===== config.mk =====
export PLATFORM = sky130hd
export DESIGN_NAME = fifo_wr_arbiter
export DESIGN_NICKNAME = d
export VERILOG_FILES = /design/src/rtl/fifo_wr_arbiter_pkg.sv /design/src/rtl/fifo_wr_arbiter_rr_pick.sv /design/src/rtl/fifo_wr_arbiter.sv
export SDC_FILE = /design/constraint.sdc
export NUM_CORES = 1
export LEC_CHECK = 0
export CORE_ASPECT_RATIO = 1.4
export CORE_MARGIN = 4
export CORE_UTILIZATION = 34
export CTS_BUF_LIST = sky130_fd_sc_hd__clkbuf_4
export CTS_CLUSTER_SIZE = 12
export DETAILED_ROUTE_END_ITERATION = 7
export GPL_ROUTABILITY_DRIVEN = 0
export GPL_TIMING_DRIVEN = 0
export PLACE_DENSITY = 0.74
export SYNTH_ARGS = -nofsm -noshare
export SYNTH_HDL_FRONTEND = slang
export SYNTH_SLANG_ARGS = --single-unit
export TNS_END_PERCENT = 50

===== constraint.sdc =====
create_clock -name clk -period 1.7 [get_ports clk]
set_input_delay 0.17 -clock clk [delete_from_list [all_inputs] [get_ports clk]]
set_output_delay 0.17 -clock clk [all_outputs]
set_load 0.02 [all_outputs]

===== src/rtl/fifo_wr_arbiter_pkg.sv =====
// Shared types, default sizing and round-robin pointer arithmetic for the FIFO write arbiter.
package fifo_arb_pkg;

  typedef enum logic {
    IDLE  = 1'b0,
    GRANT = 1'b1
  } arb_state_t;

  localparam int DEF_N_REQ     = 4;
  localparam int DEF_DW        = 8;
  localparam int DEF_MAX_BURST = 4;

  // Explicit wrap so non-power-of-two requester counts rotate correctly.
  function automatic int rr_next(input int ptr, input int n);
    return (ptr == n - 1) ? 0 : ptr + 1;
  endfunction

endpackage


===== src/rtl/fifo_wr_arbiter_rr_pick.sv =====
// Round-robin picker: first set request at or above rr_ptr, with wrap. Purely combinational.
module rr_pick #(
  parameter  int N_REQ = 4,
  localparam int IW    = $clog2(N_REQ)
) (
  input  logic [N_REQ-1:0] req,
  input  logic [IW-1:0]    rr_ptr,
  output logic             found,
  output logic [IW-1:0]    idx
);

  logic [2*N_REQ-1:0] dbl;
  logic [N_REQ-1:0]   rot;
  logic [IW:0]        sum;

  assign dbl = {req, req} >> rr_ptr;
  assign rot = dbl[N_REQ-1:0];

  // Walk downward so the lowest rotated position wins; un-rotate by adding rr_ptr back.
  always_comb begin
    found = 1'b0;
    sum   = '0;
    for (int k = N_REQ - 1; k >= 0; k--) begin
      if (rot[k]) begin
        found = 1'b1;
        sum   = {1'b0, rr_ptr} + (IW+1)'(k);
      end
    end
    idx = (sum >= (IW+1)'(N_REQ)) ? IW'(sum - (IW+1)'(N_REQ)) : sum[IW-1:0];
  end

endmodule


===== src/rtl/fifo_wr_arbiter.sv =====
// Round-robin arbiter for the FIFO write port: one grant per burst of up to MAX_BURST beats,
// first beat one cycle after arbitration, stalls on fifo_full without losing the grant.
module fifo_wr_arbiter
  import fifo_arb_pkg::*;
#(
  parameter  int N_REQ     = DEF_N_REQ,
  parameter  int DW        = DEF_DW,
  parameter  int MAX_BURST = DEF_MAX_BURST,
  localparam int IW        = $clog2(N_REQ),
  localparam int CW        = $clog2(MAX_BURST + 1)
) (
  input  logic                clk,
  input  logic                rst,
  input  logic [N_REQ-1:0]    req_valid,
  input  logic [N_REQ*DW-1:0] req_data,
  output logic [N_REQ-1:0]    req_ready,
  input  logic                fifo_full,
  output logic                fifo_wr,
  output logic [DW-1:0]       fifo_din,
  output logic [IW-1:0]       grant_id,
  output logic                busy
);

  arb_state_t    state;
  logic [IW-1:0] rr_ptr;
  logic [CW-1:0] beat_cnt;
  logic [DW-1:0] data_arr [N_REQ];
  logic          pick_found;
  logic [IW-1:0] pick_idx;
  logic          cur_valid;
  logic          beat;
  logic          last_beat;
  logic          rel;

  for (genvar i = 0; i < N_REQ; i++) begin : g_unpack
    assign data_arr[i] = req_data[i*DW +: DW];
  end

  rr_pick #(
    .N_REQ (N_REQ)
  ) u_pick (
    .req    (req_valid),
    .rr_ptr (rr_ptr),
    .found  (pick_found),
    .idx    (pick_idx)
  );

  always_comb begin
    cur_valid = req_valid[grant_id];
    beat      = busy && cur_valid && !fifo_full;
    last_beat = beat && (beat_cnt == CW'(MAX_BURST - 1));
    rel       = busy && (!cur_valid || last_beat);
    fifo_wr   = beat;
    fifo_din  = busy ? data_arr[grant_id] : '0;
    req_ready = '0;
    if (beat) req_ready[grant_id] = 1'b1;
  end

  always_ff @(posedge clk or posedge rst) begin
    if (rst) begin
      state    <= IDLE;
      rr_ptr   <= '0;
      grant_id <= '0;
      beat_cnt <= '0;
      busy     <= 1'b0;
    end else begin
      case (state)
        IDLE: begin
          if (pick_found) begin
            grant_id <= pick_idx;
            beat_cnt <= '0;
            busy     <= 1'b1;
            state    <= GRANT;
          end
        end
        GRANT: begin
          if (beat) beat_cnt <= beat_cnt + CW'(1);
          // A full-stall is neither a beat nor a release, so the grant simply holds.
          if (rel) begin
            rr_ptr <= IW'(rr_next(int'(grant_id), N_REQ));
            busy   <= 1'b0;
            state  <= IDLE;
          end
        end
        default: state <= IDLE;
      endcase
    end
  end

endmodule


=== Yosys cells after proc, flatten, opt, wreduce, memory -nomap -nowiden ===
Cells that the tools add are included.
Widths: inputs -> output; s select.

* Register bits: 9
* Output and inout port bits: 16

* Add/sub/neg operators: 6
* $lt $le $gt $ge: 4
* Equality and inequality tests: 5
* Shifts and indexed selects: 1
* Mux-type cells: 28
* Bitwise logic cells: 2
* Reductions and logical operators: 12

{| class="wikitable"
|+ Operators with widths
! cell !! number
|-
| $mux 8 || 3
|-
| $mux 3 || 6
|-
| $bmux 8 s2 || 1
|-
| $mux 1 || 10
|-
| $reduce_and 2->1 || 4
|-
| $shr 8x2->4 || 1
|-
| $add 2x2->3 const B || 2
|-
| $ge 3x3->1 const B || 2
|-
| $pmux 3 s2 || 1
|-
| $logic_and 1x1->1 || 5
|-
| $mux 2 || 2
|-
| $mux 4 || 1
|-
| $ne 2x2->1 const B || 2
|-
| $pmux 1 s2 || 2
|-
| $add 2x1->3 const B || 1
|-
| $add 3x1->3 const B || 1
|-
| $eq 3x2->1 const B || 1
|-
| $lt 2x3->1 const B || 1
|-
| $not 2->3 || 1
|-
| $add 2x1->2 const B || 1
|-
| $bmux 1 s2 || 1
|-
| $demux 1 s2 || 1
|-
| $eq 2x1->1 const B || 1
|-
| $ge 2x1->1 const B || 1
|-
| other kinds (5) || 6
|}

=== Depth between registers and ports, before layout ===
Gate-level depths: netlist (run 1).

* Depth in word-level cells: 9
* Gate-level depth with buffers: 6

=== Hierarchy ===
A second synthesis (run 1) with hierarchy kept.

* Cell total of the unflattened synthesis: 92
* Area total of the unflattened synthesis: 919.6 um2

{| class="wikitable"
|+ By module, submodules not included
! module !! instances !! cells each !! area each (um2) !! seq. area each (um2)
|-
| fifo_wr_arbiter || 1 || 77 || 842.1 || 225.2
|-
| rr_pick || 1 || 15 || 77.6 || 0.0
|}

=== Worst setup path before layout (run 1) ===
OpenSTA, ideal clock, no wires.

* Path kind: reg2reg
* Start: reg grant_id[0]
* End: reg rr_ptr[0]
* Setup time: 0.128 ns
* Data arrival time: 1.765 ns
* Data required time: 1.572 ns
* Path slack: -0.193 ns
* Stages on the path, launching flop included: 6
* Period minus slack after synthesis: 1.893 ns
* Cell sequence: dfrtp_1 -> buf_6 -> mux2_1 -> and3_4 -> a311oi_4 -> mux2_1

* Word-level cells in the longest chain between the ends: 8

{| class="wikitable"
|+ RTL lines
! element !! RTL line !! source
|-
| from (decl) || fifo_wr_arbiter.sv:20 || <nowiki>output logic [IW-1:0] grant_id,</nowiki>
|-
| from (signal assigned) || fifo_wr_arbiter.sv:70 || <nowiki>grant_id <= pick_idx;</nowiki>
|-
| $bmux 1 s2 || fifo_wr_arbiter.sv:49 || <nowiki>cur_valid = req_valid[grant_id];</nowiki>
|-
| $mux 1 (implied by the code) || fifo_wr_arbiter.sv:49 ||
|-
| $logic_and 1x1->1 (2 in series) || fifo_wr_arbiter.sv:50 || <nowiki>beat = busy && cur_valid && !fifo_full;</nowiki>
|-
| $logic_and 1x1->1 || fifo_wr_arbiter.sv:51 || <nowiki>last_beat = beat && (beat_cnt == CW'(MAX_BURST - 1));</nowiki>
|-
| $logic_or 1x1->1 || fifo_wr_arbiter.sv:52 || <nowiki>rel = busy && (!cur_valid || last_beat);</nowiki>
|-
| $logic_and 1x1->1 || fifo_wr_arbiter.sv:52 ||
|-
| $reduce_and 2->1 (no line) || - ||
|-
| to (signal assigned) || fifo_wr_arbiter.sv:80 || <nowiki>rr_ptr <= IW'(rr_next(int'(grant_id), N_REQ));</nowiki>
|-
| to (decl) || fifo_wr_arbiter.sv:25 || <nowiki>logic [IW-1:0] rr_ptr;</nowiki>
|}

Several ways; a longest one is shown, not always the timed one. The select of a mux whose other input is x is not followed.
A chain may end at the register's enable or synchronous reset.

=== Worst setup path after layout (run 1) ===
* Start: reg grant_id[0]
* End: out req_ready[3]

* Word-level cells in the longest chain between the ends: 5

{| class="wikitable"
|+ RTL lines
! element !! RTL line !! source
|-
| $lt 2x3->1 (implied by the code), or another cell as far along || fifo_wr_arbiter.sv:56 || <nowiki>if (beat) req_ready[grant_id] = 1'b1;</nowiki>
|-
| $logic_and 1x1->1 (implied by the code) or $mux 1 (tied branches) || fifo_wr_arbiter.sv:56, fifo_wr_arbiter.sv:49 ||
|-
| $mux 1 (implied by the code) or $logic_and 1x1->1 (tied branches) || fifo_wr_arbiter.sv:56, fifo_wr_arbiter.sv:50 ||
|-
| $demux 1 s2 or $logic_and 1x1->1 (tied branches) || fifo_wr_arbiter.sv:56, fifo_wr_arbiter.sv:50 ||
|-
| $mux 4 * || fifo_wr_arbiter.sv:56 ||
|-
| to (decl) || fifo_wr_arbiter.sv:16 || <nowiki>output logic [N_REQ-1:0] req_ready,</nowiki>
|}

Mark *: on every way between the ends. The rest lies on a longest branch, timed or not. The select of a mux whose other input is x is not followed.

==> reports/results.ini, run 1 <==
[run_status]
status=finished with violations
violations=setup timing

[grt]
grt_max_degree=11
overflow=0
grt_first_pass_wirelength_um=4416
antenna_found_initial=0
groute.usage.overall_pct=15.62
grt_pass1_vias=954

[cells_and_area]
fillers=212
final_common_cell=clkdlybuf4s50_1
area_growth_pct=82.04
n_antenna_cell=0
nets=194
final_layout_size_suffix_gt1_share_pct=39.86
final_area_mm2=0.001649
post-route-util_pct=66.77
layout_common_cells=clkdlybuf4s50_1 (41), buf_6 (14), and2_4 (12)
multiInputGateArea_um2=666.9
seq_area_um2=227.7

[floorplanning]
dieArea_mm2=0.003566
die_y_um=69.08
io_pins=55
initial_core_util_pct=36.68
num_rows=21
core_mm2=0.002470
die_width_um=51.63

[placed_design]
port_buffers=54
post_dp_cell_area_mm2=0.001499
dp_hpwl_um=2208

[power_and_ir_drop]
p_seq_share_pct=23.8
p_int_w=0.0009923
ir_worst_vdd_mv=0.7212
p_sw_share_pct=34.69
pwr-share-comb_pct=64.4
p_clk_share_pct=11.8
netSwitchingPower_w=0.0005270
p_leak_nw=0.7164
powerDensity_mw_per_mm2=921.3

[timing]
maxSlewHeadroom_pct=71.45
layout_setup_ws_ps=-242.4
hold_viol=0
min_period_over_period_pct=114.3
whs_ps=167.2
clock_skew_ps=9.723
rsz0062_at_grt=yes
setup_violations=20
worst_pin_slew_ps=428.2
layout_min_cycle_time_ps=1942
report.final.slew_viol_count=0
tns_ps=-2977
fmax_mhz=514.8

[clock_network]
cts_hold_buf=0
cts_buffer_depth=2
htree_levels=1
clock_latency_ps=260
path_clk_slew_ps=60
cts_made_buffers=3
cts_tree=built
clock-sinks=9
cts_root_buffer=clkbuf_4

[route]
drt_iter0_markers=12
drt-met1-wl_um=1137
wl_met2_um=1391
drc=0
dr.pass1.iters=4
viasPerCell=4.934
post_drt_wl_per_cell_um=15.31
wl_met3_um=257
top_layer_used=met3
drt-total-wl_um=2786
ant_nets=0
num_vias=898

[hold_path]
hold_path_class=in -> async

[worst_setup_path]
path_max_fanout=6
cp.arrival_ps=1770
crit_chain=buf_6 -> mux4_2 -> and3b_2 -> and2_4 -> buf_6
timing_worst_setup_path_type=reg -> out
start_kind=flip-flop
end_kind=output port
cpPeakStageDelay_ps=500
crit_path_frequent_cell=buf_6
crit_slowest_cell=mux4_2
cp.required_ps=1530

[yosys]
synth_area_um2=905.9
ys_seq_area_share_pct=24.86
synthDistinctLibCells=28
synthCells=84
synthesis.nets=129
yosys_warnings=0
syn_area_per_cell_um2=10.78
synth-seq-cells=9

[job]
max_cap_viol_count=0

==> worst paths after layout <==
path	to	depth (start not counted)	slack (ps)	startpoint
setup / recovery	req_ready[3]	5	-240	grant_id[0]$_DFFE_PP0P_
hold / removal	rr_ptr[0]$_DFFE_PP0P_	2	170	rst
setup reg to reg	beat_cnt[1]$_DFFE_PP0P_	7	-220	grant_id[0]$_DFFE_PP0P_
hold reg to reg	beat_cnt[0]$_DFFE_PP0P_	1	490	beat_cnt[0]$_DFFE_PP0P_
max in group asynchronous	grant_id[1]$_DFFE_PP0P_	2	1260	rst
min in group clk	beat_cnt[0]$_DFFE_PP0P_	1	490	beat_cnt[0]$_DFFE_PP0P_
==> flip-flops by register name, summed over array words and instances, names as in the netlist <==
signal / flops
grant_id: 2
busy: 1
rr_ptr: 2
beat_cnt: 3
state: 1
==> worst max-delay path: cells and delay by family (launching register included) <==
| kind | cells | cell delay, ps |
|---|---|---|
| flip-flops | 1 | 370 |
| AND/OR/NAND/NOR | 2 | 400 |
| buffers and inverters | 2 | 240 |
| multiplexers | 1 | 500 |
==> power by group through the flow <==
| stage | clock [W] | sequential (W) | combinational, W |
|---|---|---|---|
| after floorplan | 0 | 0.000377 | 0.000528 |
| after global placement | 0 | 0.000362 | 0.000771 |
| after detailed placement | 0 | 0.000366 | 0.000796 |
| after CTS | 0.000185 | 0.000358 | 0.000955 |
| after global routing | 0.000196 | 0.000368 | 0.00106 |
| final | 0.000180 | 0.000362 | 0.000978 |
==> per-stage QoR <==
| step | total power, W | setup WS (ps) | std cells |
|---|---|---|---|
| global route | 0.001626 | -303.5 | 182 |
| floorplan | 0.0009049 | -72.58 | 84 |
| CTS | 0.001498 | -275.7 | 180 |
| finish | 0.001519 | -242.4 | 182 |
| detailed placement | 0.001162 | -718.7 | 172 |
| global placement | 0.001133 | -694.1 | 172 |
==> cell type report <==
type                    count  share of cell area, %
inverters                   6                  1.366
flip-flops and latches      9                  13.81
repair buffers             61                  36.80
plain buffers               5                  3.187
multi-input cells          63                  40.44
well taps                  34                  2.580
clock buffers               4                  1.821
==> Yosys cell counts (all sizes together) <==
cell / n / share of area [%]
a31oi: 1 / 0.69
mux2: 4 / 5.0
mux2i: 3 / 3.3
nor2: 3 / 1.2
o22ai: 1 / 0.69
a21oi: 5 / 2.8
o21ai: 1 / 0.55
nor4: 1 / 0.69
and3: 2 / 2.5
clkbuf: 3 / 1.2
dfrtp: 9 / 25
mux4: 9 / 22
nand2: 6 / 2.5
a31o: 1 / 0.97
a2111oi: 1 / 0.97
inv: 6 / 2.5
a311oi: 1 / 2.9
or2: 1 / 0.69
ha: 6 / 8.3
and3b: 1 / 0.97
nor2b: 1 / 0.69
o21a: 1 / 0.83
and2: 12 / 8.3
a21o: 1 / 0.83
nand2b: 1 / 0.69
buf: 3 / 3.0
==> cells by family (layout without fill, tap and decap cells) <==
| kind of cell | count (synthesis) | in the layout | synth area share, % |
|---|---|---|---|
| DFF | 9 | 9 | 24.86 |
| and+or+nand+nor | 28 | 28 | 18.23 |
| buffers and inverters | 12 | 76 | 6.767 |
| adders and majority gates | 6 | 6 | 8.287 |
| muxes | 16 | 16 | 30.66 |
| AOI/OAI and AO/OA | 13 | 13 | 11.19 |
==> what timing repair did <==
action / CTS / global route
endpoints found under the setup margin: 19 / 22
setup buffers: 5 / 2
hold endpoints to repair: 0 / 0
gates resized for setup: 97 / 5
pin swaps: 5 / 1
==> layer usage <==
layer  GRT usage (%)  up-vias
met1           18.43      417
met3           2.802        0
met2           27.90       48
met4           4.373        0
li1                -      433
met5               0        -
(Power assumes the default switching activity.)
==> inputs of run 2 (changes only) <==
--- a/config.mk
+++ b/config.mk
@@ -9,7 +9,8 @@
 export CORE_MARGIN = 4
 export CORE_UTILIZATION = 34
 export CTS_BUF_LIST = sky130_fd_sc_hd__clkbuf_4
-export CTS_CLUSTER_SIZE = 12
+export CTS_CLUSTER_DIAMETER = 100
+export CTS_CLUSTER_SIZE = 40
 export DETAILED_ROUTE_END_ITERATION = 7
 export GPL_ROUTABILITY_DRIVEN = 0
 export GPL_TIMING_DRIVEN = 0
==> results of run 2 <==
Same layout as run 1: the final DEF is identical, and so are final timing and power.
==> inputs of run 3 (changes only) <==
--- a/config.mk
+++ b/config.mk
@@ -5,6 +5,7 @@
 export SDC_FILE = /design/constraint.sdc
 export NUM_CORES = 1
 export LEC_CHECK = 0
+export ABC_CLOCK_PERIOD_IN_PS = 1700
 export CORE_ASPECT_RATIO = 1.4
 export CORE_MARGIN = 4
 export CORE_UTILIZATION = 34
==> results of run 3 <==
Same layout as run 1: the final DEF is identical, and so are final timing and power.
